[config.mk]
export PLATFORM = sky130hd
export DESIGN_NAME = confreg_resp_flat
export DESIGN_NICKNAME = d
export VERILOG_FILES = /design/src/rtl/confreg_pkg.sv /design/src/rtl/confreg_resp_if.sv /design/src/rtl/confreg_timer.sv /design/src/rtl/confreg_resp.sv /design/src/flat_wrapper.sv
export SDC_FILE = /design/constraint.sdc
export NUM_CORES = 1
export LEC_CHECK = 0
export BUFFER_PORTS_ARGS = -buffer_cell sky130_fd_sc_hd__buf_2
export CAP_MARGIN = 20
export CORE_MARGIN = 2
export CORE_UTILIZATION = 52
export CTS_BUF_LIST = sky130_fd_sc_hd__clkbuf_2 sky130_fd_sc_hd__clkbuf_4 sky130_fd_sc_hd__clkbuf_8
export CTS_CLUSTER_DIAMETER = 30
export DETAILED_ROUTE_END_ITERATION = 8
export GPL_TIMING_DRIVEN = 0
export MAX_ROUTING_LAYER = met4
export PLACE_DENSITY = 0.88
export SLEW_MARGIN = 20
export SYNTH_ARGS = -nofsm -noshare
export SYNTH_HDL_FRONTEND = slang
export SYNTH_SLANG_ARGS = --single-unit
[constraint.sdc]
create_clock -name clk -period 3.2 [get_ports clk]
set_clock_uncertainty 0.15 [all_clocks]
set_input_delay 0.64 -clock clk [delete_from_list [all_inputs] [get_ports clk]]
set_output_delay 0.64 -clock clk [all_outputs]
set_load 0.01 [all_outputs]
[src/rtl/confreg_pkg.sv]
// confreg_pkg: register offsets, widths, reset values and the byte-lane
// merge helper shared by the configuration-register responder.
package confreg_pkg;

    // Register offsets within the 64 KiB window (addr[1:0] masked off)
    localparam logic [15:0] OFF_LED     = 16'hF000;
    localparam logic [15:0] OFF_LED_RG0 = 16'hF004;
    localparam logic [15:0] OFF_LED_RG1 = 16'hF008;
    localparam logic [15:0] OFF_NUM     = 16'hF010;
    localparam logic [15:0] OFF_SWITCH  = 16'hF020;
    localparam logic [15:0] OFF_BTN     = 16'hF024;
    localparam logic [15:0] OFF_SIMU    = 16'hF030;
    localparam logic [15:0] OFF_TIMER   = 16'hE000;

    // Register widths
    localparam int LED_W    = 16;
    localparam int LED_RG_W = 2;
    localparam int NUM_W    = 32;
    localparam int SWITCH_W = 8;
    localparam int BTN_W    = 16;
    localparam int TIMER_W  = 32;

    // Reset values
    localparam logic [LED_W-1:0]    LED_RST    = '0;
    localparam logic [LED_RG_W-1:0] LED_RG_RST = '0;
    localparam logic [NUM_W-1:0]    NUM_RST    = '0;
    localparam logic [SWITCH_W-1:0] SWITCH_RST = '0;
    localparam logic [BTN_W-1:0]    BTN_RST    = '0;
    localparam logic [TIMER_W-1:0]  TIMER_RST  = '0;
    localparam logic [31:0]         RDATA_RST  = '0;

    // Replace each byte of cur whose write enable is set with the matching
    // byte of wdata; untouched lanes keep the current value.
    function automatic logic [31:0] mergeBytes(input logic [31:0] cur,
                                               input logic [31:0] wdata,
                                               input logic [3:0]  wen);
        logic [31:0] res;
        res = cur;
        for (int i = 0; i < 4; i++) begin
            if (wen[i]) begin
                res[8*i +: 8] = wdata[8*i +: 8];
            end
        end
        return res;
    endfunction

endpackage

[src/rtl/confreg_resp_if.sv]
// confreg_resp_if: SRAM-style data-port bundle between the CPU core
// (master) and the configuration-register responder (slave).
interface confreg_resp_if;
    logic        en;
    logic [3:0]  wen;
    logic [31:0] addr;
    logic [31:0] wdata;
    logic [31:0] rdata;

    modport master (output en, output wen, output addr, output wdata, input rdata);
    modport slave  (input en, input wen, input addr, input wdata, output rdata);
endinterface

[src/rtl/confreg_timer.sv]
// confreg_timer: free-running 32-bit counter with a byte-merge write port.
// A write replaces the increment for that cycle; unwritten lanes keep the
// pre-increment value.
module confreg_timer
    import confreg_pkg::*;
(
    input  logic               clk,
    input  logic               reset,
    input  logic               wrEn,
    input  logic [3:0]         wen,
    input  logic [31:0]        wdata,
    output logic [TIMER_W-1:0] count
);

    // Counter: reset, else write-over-increment, else count up with wrap
    always_ff @(posedge clk) begin
        if (reset) begin
            count <= TIMER_RST;
        end else if (wrEn) begin
            count <= mergeBytes(count, wdata, wen);
        end else begin
            count <= count + 32'd1;
        end
    end

endmodule

[src/rtl/confreg_resp.sv]
// confreg_resp: memory-mapped configuration-register responder on the CPU
// data port. Serves LED, bicolour LED, seven-segment, switch, button and
// simulation-flag registers with one-cycle registered reads.
// Optional feature macro: CONFREG_TIMER_EN adds the free-running TIMER
// register at offset E000; without it E000 reads 0 and ignores writes.
module confreg_resp
    import confreg_pkg::*;
#(
    parameter logic [15:0] BASE_HI   = 16'hBFAF,
    parameter logic [31:0] SIMU_FLAG = 32'hFFFF_FFFF
) (
    input  logic                clk,
    input  logic                reset,
    confreg_resp_if.slave       bus,
    output logic [LED_W-1:0]    led,
    output logic [LED_RG_W-1:0] led_rg0,
    output logic [LED_RG_W-1:0] led_rg1,
    output logic [NUM_W-1:0]    num_data,
    input  logic [SWITCH_W-1:0] switch_in,
    input  logic [BTN_W-1:0]    btn_in
);

    logic                sel;
    logic                wrReq;
    logic                rdReq;
    logic [15:0]         offset;
    logic [31:0]         rdNext;
    logic [31:0]         merged;
    logic [SWITCH_W-1:0] switchMeta;
    logic [SWITCH_W-1:0] switchSync;
    logic [BTN_W-1:0]    btnMeta;
    logic [BTN_W-1:0]    btnSync;

    assign sel    = bus.en & (bus.addr[31:16] == BASE_HI);
    assign offset = bus.addr[15:0] & 16'hFFFC;
    assign wrReq  = sel & (|bus.wen);
    assign rdReq  = sel & (bus.wen == 4'b0000);

`ifdef CONFREG_TIMER_EN
    logic [TIMER_W-1:0] timerVal;
    logic               timerWr;

    assign timerWr = wrReq & (offset == OFF_TIMER);

    confreg_timer uTimer (
        .clk   (clk),
        .reset (reset),
        .wrEn  (timerWr),
        .wen   (bus.wen),
        .wdata (bus.wdata),
        .count (timerVal)
    );
`endif

    // Two-flop synchronizers for the asynchronous board inputs
    always_ff @(posedge clk) begin
        if (reset) begin
            switchMeta <= SWITCH_RST;
            switchSync <= SWITCH_RST;
            btnMeta    <= BTN_RST;
            btnSync    <= BTN_RST;
        end else begin
            switchMeta <= switch_in;
            switchSync <= switchMeta;
            btnMeta    <= btn_in;
            btnSync    <= btnMeta;
        end
    end

    // Read mux: zero-extended current value of the addressed register
    always_comb begin
        rdNext = '0;
        case (offset)
            OFF_LED:     rdNext = {16'h0000, led};
            OFF_LED_RG0: rdNext = {30'h0, led_rg0};
            OFF_LED_RG1: rdNext = {30'h0, led_rg1};
            OFF_NUM:     rdNext = num_data;
            OFF_SWITCH:  rdNext = {24'h00_0000, switchSync};
            OFF_BTN:     rdNext = {16'h0000, btnSync};
            OFF_SIMU:    rdNext = SIMU_FLAG;
`ifdef CONFREG_TIMER_EN
            OFF_TIMER:   rdNext = timerVal;
`endif
            default:     rdNext = '0;
        endcase
    end

    // The merge base is the addressed register's current value, so
    // narrow registers simply keep the low bits of the merged word.
    assign merged = mergeBytes(rdNext, bus.wdata, bus.wen);

    // Writable board registers; RO and unmapped offsets fall through
    always_ff @(posedge clk) begin
        if (reset) begin
            led      <= LED_RST;
            led_rg0  <= LED_RG_RST;
            led_rg1  <= LED_RG_RST;
            num_data <= NUM_RST;
        end else if (wrReq) begin
            case (offset)
                OFF_LED:     led      <= merged[15:0];
                OFF_LED_RG0: led_rg0  <= merged[1:0];
                OFF_LED_RG1: led_rg1  <= merged[1:0];
                OFF_NUM:     num_data <= merged;
                default:     ;
            endcase
        end
    end

    // Registered read data, held between reads
    always_ff @(posedge clk) begin
        if (reset) begin
            bus.rdata <= RDATA_RST;
        end else if (rdReq) begin
            bus.rdata <= rdNext;
        end
    end

endmodule

[src/flat_wrapper.sv]
// flat-port wrapper written by rule: the top's interface ports become plain ports
module confreg_resp_flat import confreg_pkg::*;
#(
    parameter logic [15:0] BASE_HI   = 16'hBFAF,
    parameter logic [31:0] SIMU_FLAG = 32'hFFFF_FFFF
)
  (clk, reset, led, led_rg0, led_rg1, num_data, switch_in, btn_in, bus_en, bus_wen, bus_addr, bus_wdata, bus_rdata);
  confreg_resp_if bus_i ();
  input  logic clk;
  input  logic reset;
  output logic [LED_W-1:0] led;
  output logic [LED_RG_W-1:0] led_rg0;
  output logic [LED_RG_W-1:0] led_rg1;
  output logic [NUM_W-1:0] num_data;
  input  logic [SWITCH_W-1:0] switch_in;
  input  logic [BTN_W-1:0] btn_in;
  input wire logic [$bits(bus_i.en)-1:0] bus_en;
  input wire logic [$bits(bus_i.wen)-1:0] bus_wen;
  input wire logic [$bits(bus_i.addr)-1:0] bus_addr;
  input wire logic [$bits(bus_i.wdata)-1:0] bus_wdata;
  output wire logic [$bits(bus_i.rdata)-1:0] bus_rdata;
  assign bus_i.en = bus_en;
  assign bus_i.wen = bus_wen;
  assign bus_i.addr = bus_addr;
  assign bus_i.wdata = bus_wdata;
  assign bus_rdata = bus_i.rdata;
  confreg_resp #(.BASE_HI(BASE_HI), .SIMU_FLAG(SIMU_FLAG)) u_core (.clk(clk), .reset(reset), .bus(bus_i), .led(led), .led_rg0(led_rg0), .led_rg1(led_rg1), .num_data(num_data), .switch_in(switch_in), .btn_in(btn_in));
endmodule
==> results.json, run 1 <==
{
  "final_util": 0.6924,
  "required_ns": 3.41,
  "syn_inst": 578,
  "slowest_stage": "buf_1",
  "yosys.area.top_type": "dfxtp_1",
  "power.leakage_nw": 2.979,
  "synth-seq-cells": 132,
  "gr-total-overflow": 0,
  "finalPower_mw": 3.593,
  "dr.pass1.iters": 5,
  "drc_errors": 0,
  "final_common_cell": "buf_2",
  "period_needed_ns": 2.849,
  "rows": 36,
  "initial_core_util": 0.5375,
  "dp_hpwl_um": 11660,
  "p_per_area_nw_per_um2": 528.4,
  "vdd_ir_drop_max_mv": 0.3125,
  "ant_nets": 0,
  "grt_antenna_before_repair": 0,
  "rrSetupSlack_ns": 1.49,
  "reg2reg_to": "u_core.num_data[3]$_SDFFE_PP0P_",
  "status": "finished, final reports clean",
  "design.core.area_sq_um": 9819,
  "synthTopCellsByArea": "dfxtp_1 (50%), nor2b_1 (7.1%), a211oi_1 (6.5%)",
  "vias": 5174,
  "finalSetupViolCount": 0,
  "hold_viol_final": 0,
  "tns_ns": 0,
  "drv_cap": 0,
  "ys_seq_area_frac": 0.5007,
  "post_drt_wl_per_cell_um": 17.21,
  "cts_buffer_depth": 2,
  "tightest_slew_ns": 0.8341,
  "dieArea_sq_um": 10970,
  "crit_top_cell": "clkbuf_1",
  "hold_class": "in -> reg",
  "rsz0062_at_grt": "false",
  "synth-edff-count": 0,
  "cts_tree": "built",
  "crit_path_max_incr_delay_ns": 0.51,
  "synthArstFlopShare": 0,
  "ios": 179,
  "cp-endpoint": "u_core.num_data[6]$_SDFFE_PP0P_",
  "cts_hold_buf": 0,
  "cts-root-buf": "clkbuf_8",
  "die_h_um": 104.7,
  "nets": 864,
  "die_w_um": 104.7,
  "cts_made_buffers": 17,
  "critPathMaxFanout": 10,
  "ys.flop_type": "dfxtp_1",
  "ff2ff_path_depth": 5,
  "fin_crit_sh": 0.8903,
  "post-place-cells": 883,
  "grtUsageTotal": 0.2946,
  "drive_above_1_share": 0.2992,
  "fillers": 775,
  "cts_sinks": 132,
  "crit_type": "in -> reg",
  "viasPerCell": 5.655,
  "routabilityCongestion": 0.9285,
  "diodes": 0,
  "detail_route.iter0.violations": 450,
  "path_delay_family": "buffers and inverters",
  "syn_to_final_growth_pct": 28.83,
  "start_kind": "primary input",
  "path_buf_inv": 4,
  "cp.depth": 8,
  "synth_fp_nets": 673,
  "fin_cells": 915,
  "cts_max_level": 4,
  "critPathLaunch": "bus_addr[4]",
  "clk_pin_slew_ns": 0.07,
  "wirelength_um": 15740,
  "grt_pass1_wl_um": 24700,
  "r2r_start": "u_core.num_data[3]$_SDFFE_PP0P_",
  "crit_arrival_ns": 3.06,
  "crit_path_cell_trace": "buf_2, clkbuf_1, clkbuf_1, buf_1, o22ai_1, o21ai_0, a22oi_1, a211oi_1",
  "grt_pass1_vias": 5032,
  "yosysTopAreaCellShare": 0.5007,
  "slew_viol_final": 0,
  "ys_types": 52,
  "cp-end-kind": "flop",
  "grt_max_degree": 17,
  "syn_area_per_cell_sq_um": 9.131,
  "cts_setup_buffers": 0,
  "clk_latency_ns": 0.45,
  "yosysWarnings": 0,
  "port_buffers": 172,
  "clock.fmax_mhz": 351.0,
  "netlist_area_sq_um": 5278,
  "cts_resized": 0,
  "relSlewSlack": 0.4393,
  "mostFrequentLayoutCells": "buf_2 (183), dfxtp_1 (132), nor2_1 (68), nand2_1 (60), nor2b_1 (60)"
}
[synthesized netlist by cell type (3+ instances only)]
| cell | instances |
|---|---|
| nand2_1 | 60 |
| a211oi_1 | 46 |
| or3_1 | 3 |
| inv_1 | 4 |
| dfxtp_1 | 132 |
| nand3_1 | 8 |
| and3b_1 | 3 |
| a31oi_1 | 3 |
| a22oi_1 | 4 |
| mux2_2 | 5 |
| o21ai_0 | 5 |
| a21oi_1 | 43 |
| mux2i_1 | 23 |
| nand3b_1 | 3 |
| nor2_1 | 68 |
| nand2b_1 | 3 |
| nor2b_1 | 60 |
| buf_2 | 11 |
| o221ai_1 | 10 |
| clkbuf_1 | 31 |
| nand4_1 | 7 |
[layer usage]
metal / share of wire / GRT usage / vias to the layer above
li1: - / - / 2412
met4: 0.046 / 0.1648 / 0
met3: 0.084 / 0.06238 / 70
met5: 0 / - / -
met2: 0.47 / 0.4610 / 310
met1: 0.40 / 0.3535 / 2382
[power by group]
group	total (mW)	switching (mW)	internal (mW)
combinational	0.199	0.114	0.0854
clock	1.72	0.658	1.06
sequential	1.68	0.00695	1.67
total	3.59	0.779	2.81
[worst min-delay path by stage]
stage | startpoint | end | cells past startpoint
final | switch_in[2] | u_core.switchMeta[2]$_SDFF_PP0_ | 2
after floorplan | u_core.btnMeta[0]$_SDFF_PP0_ | u_core.btnSync[0]$_SDFF_PP0_ | 1
after global routing | btn_in[3] | u_core.btnMeta[3]$_SDFF_PP0_ | 2
after detailed placement | u_core.switchMeta[2]$_SDFF_PP0_ | u_core.switchSync[2]$_SDFF_PP0_ | 1
after global placement | u_core.switchMeta[1]$_SDFF_PP0_ | u_core.switchSync[1]$_SDFF_PP0_ | 1
after CTS | switch_in[2] | u_core.switchMeta[2]$_SDFF_PP0_ | 2
[per-stage QoR]
stage,setup WS (ns),hold slack [ns],instance area [sq um]
global route,0.3274,0.2352,6799
finish,0.3511,0.2478,6799
global placement,0.08705,0.2705,6305
floorplan,0.6985,0.2638,5278
CTS,0.5104,0.2372,6799
detailed placement,0.04826,0.2712,6305
[cell families (layout without fill, tap and decap cells)]
group                  Yosys count  in the layout  share of synthesized area
buffers and inverters           49            253                    0.03888
flip-flops                     132            132                     0.5007
AND/OR/NAND/NOR                242            242                     0.2447
multiplexers                    28             28                    0.05429
AO/OA/AOI/OAI                  127            127                     0.1615
[state kept, by name, summed over array words and instances, names as in the netlist]
name / flops
u_core.led: 16
u_core.led_rg1: 2
u_core.num_data: 32
u_core.btnMeta: 16
u_core.switchSync: 8
u_core.btnSync: 16
u_core.bus.rdata: 32
u_core.switchMeta: 8
u_core.led_rg0: 2
[final cells by class]
class / count / area (sq um) / area share
inverters: 4 / 15.01 / 0.002208
well taps: 133 / 166.4 / 0.02448
clock buffers: 20 / 269.0 / 0.03957
flip-flops and latches: 132 / 2643 / 0.3887
clock inverters: 12 / 225.2 / 0.03312
repair buffers: 172 / 860.8 / 0.1266
plain buffers: 45 / 190.2 / 0.02797
multi-input cells: 397 / 2430 / 0.3574
(Power assumes the default switching activity.)
==> run 2, diff against run 1 <==
SETUP_SLACK_MARGIN = 0.5   (was unset)
==> run 2 against run 1 <==
  * Hold slack improved by 0.00087 ns
  * Setup slack improved by 0.22 ns
  * Cell count did not move
  * Clock-buffer cell count did not move
  * Sequential share of layout area fell by 0.064 points
  * Non-clock buffer count did not move
  * Flip-flop and latch count did not move
  * Combinational power barely moved
  * Register-to-register slack barely moved
  * Cell area rose by 0.17%
  * Critical path depth did not move
  * Via count rose by 0.25%
==> results.json, run 2 (synthesis gave the netlist of run 1 again) <==
{
  "grt_use_met1": 0.3535,
  "cts_made_buffers": 17,
  "cts_max_level": 4,
  "nets": 864,
  "gr-total-overflow": 0,
  "final_util": 0.6936,
  "intPower_mw": 2.814,
  "fillers": 774,
  "grt_max_degree": 17,
  "cts_tree": "built",
  "crit_path_cell_trace": "buf_2, clkbuf_1, buf_1, clkbuf_2, o22ai_1, o21ai_0, a22oi_1, a211oi_1",
  "detail_route.iter0.violations": 468,
  "rows": 36,
  "cts_buffer_depth": 2,
  "routabilityCongestion": 0.9285,
  "power.leakage_nw": 2.988,
  "power_frac_clock": 0.478,
  "tightest_slew_ns": 0.6737,
  "cts_sinks": 132,
  "drv_cap": 0,
  "cts_setup_buffers": 0,
  "die_w_um": 104.7,
  "hold_viol_final": 0,
  "hold_class": "in -> reg",
  "ant_nets": 0,
  "grt_util_met3": 0.06238,
  "dieArea_sq_um": 10970,
  "relSlewSlack": 0.5509,
  "start_kind": "primary input",
  "switching_share": 0.2168,
  "crit_path_max_incr_delay_ns": 0.46,
  "seqPwrFrac": 0.467,
  "top_regs": "u_core.bus.rdata x32, u_core.num_data x32",
  "initial_core_util": 0.5375,
  "vias": 5187,
  "dp_hpwl_um": 11660,
  "final_common_cell": "buf_2",
  "cts-root-buf": "clkbuf_8",
  "diodes": 0,
  "wirelength_um": 15710,
  "period_needed_ns": 2.631,
  "grtUsageTotal": 0.2946,
  "vdd_ir_drop_max_mv": 0.3126,
  "slowest_stage": "buf_1",
  "p_per_area_nw_per_um2": 527.6,
  "dr.pass1.iters": 5,
  "post_drt_wl_per_cell_um": 17.17,
  "crit_arrival_ns": 2.84,
  "die_h_um": 104.7,
  "fin_crit_sh": 0.8223,
  "status": "finished, final reports clean",
  "path_delay_family": "buffers and inverters",
  "crit_type": "in -> reg",
  "comb_power_share": 0.056,
  "clock.fmax_mhz": 380.0,
  "clk_pin_slew_ns": 0.07,
  "drive_above_1_share": 0.3018,
  "rsz0062_at_grt": "true",
  "path_buf_inv": 4,
  "grt_pass1_vias": 5032,
  "cp-end-kind": "flop",
  "clk_latency_ns": 0.45,
  "tns_ns": 0,
  "required_ns": 3.41,
  "design.core.area_sq_um": 9819,
  "grt_antenna_before_repair": 0,
  "port_buffers": 172,
  "ios": 179,
  "drc_errors": 0,
  "viasPerCell": 5.669,
  "busiest_layer": "met2",
  "p_switching_uw": 779.1,
  "cts_hold_buf": 0,
  "met2_usage": 0.4610,
  "critPathMaxFanout": 10,
  "finalSetupViolCount": 0,
  "grt_pass1_wl_um": 24700,
  "slew_viol_final": 0,
  "mostFrequentLayoutCells": "buf_2 (183), dfxtp_1 (132), nor2_1 (68), nand2_1 (60), nor2b_1 (60)",
  "syn_to_final_growth_pct": 29.04
}
run 2: changes by cell type in the layout (fill, tap and decap cells not counted):
cell,previous run,this run
clkbuf_1,31,29
nor4_4,2,3
clkbuf_2,0,2
nor4_2,1,0
run 2: power groups by stage:
stage,Sequential (mW),Clock (mW),Combinational (mW)
final,1.68,1.72,0.200
after global routing,1.68,1.79,0.217
after CTS,1.68,1.71,0.195
after detailed placement,1.71,0,0.194
after global placement,1.71,0,0.187
after floorplan,1.71,0,0.102
run 2: final timing paths:
| kind | slack (ns) | depth (start not counted) | endpoint | startpoint |
|---|---|---|---|---|
| worst max-delay path | 0.57 | 8 | u_core.num_data[6]$_SDFFE_PP0P_ | bus_addr[4] |
| worst min-delay path | 0.25 | 2 | u_core.switchMeta[2]$_SDFF_PP0_ | switch_in[2] |
| worst max register to register | 1.48 | 5 | u_core.num_data[3]$_SDFFE_PP0P_ | u_core.num_data[3]$_SDFFE_PP0P_ |
| worst min register to register | 0.29 | 1 | u_core.switchSync[7]$_SDFF_PP0_ | u_core.switchMeta[7]$_SDFF_PP0_ |
run 2: repair_timing:
| item | 4_1_cts | 5_1_grt |
|---|---|---|
| endpoints found under the setup margin | 0 | 44 |
| gates resized for setup | 0 | 5 |
| hold endpoints to repair | 0 | 0 |
run 2: through the flow:
step	hold WS, ns	cells	worst slack [ns]	instance area [sq um]	power (mW)
floorplan	0.2638	578	0.6985	5278	1.813
global placement	0.2705	883	0.08705	6305	1.901
detailed placement	0.2712	883	0.04826	6305	1.908
CTS	0.2372	915	0.5104	6799	3.586
global route	0.2352	915	0.4900	6810	3.689
finish	0.2486	915	0.5686	6810	3.593
run 2: final cells by class:
| class | count | area [sq um] | area share |
|---|---|---|---|
| Clock inverter | 12 | 225.2 | 0.03307 |
| Timing Repair Buffer | 172 | 860.8 | 0.1264 |
| Multi-Input combinational cell | 397 | 2439 | 0.3581 |
| Sequential cell | 132 | 2643 | 0.3880 |
| Clock buffer | 20 | 269.0 | 0.03950 |
| Buffer | 45 | 192.7 | 0.02829 |
| Tap cell | 133 | 166.4 | 0.02444 |
| Inverter | 4 | 15.01 | 0.002205 |
run 2: worst register-to-register path, stage by stage, from the launching register on:
cell,delay (ns)
dfxtp_1,0.41
mux2i_1,0.10
or3_1,0.32
a21oi_1,0.26
mux2i_1,0.15
a211oi_1,0.25
run 2: metal layers:
layer	wire length, um	share of wire	vias up
li1	-	-	2410
met1	6237	0.40	2399
met5	0	0	-
met3	1328	0.085	60
met2	7479	0.48	318
met4	667	0.042	0
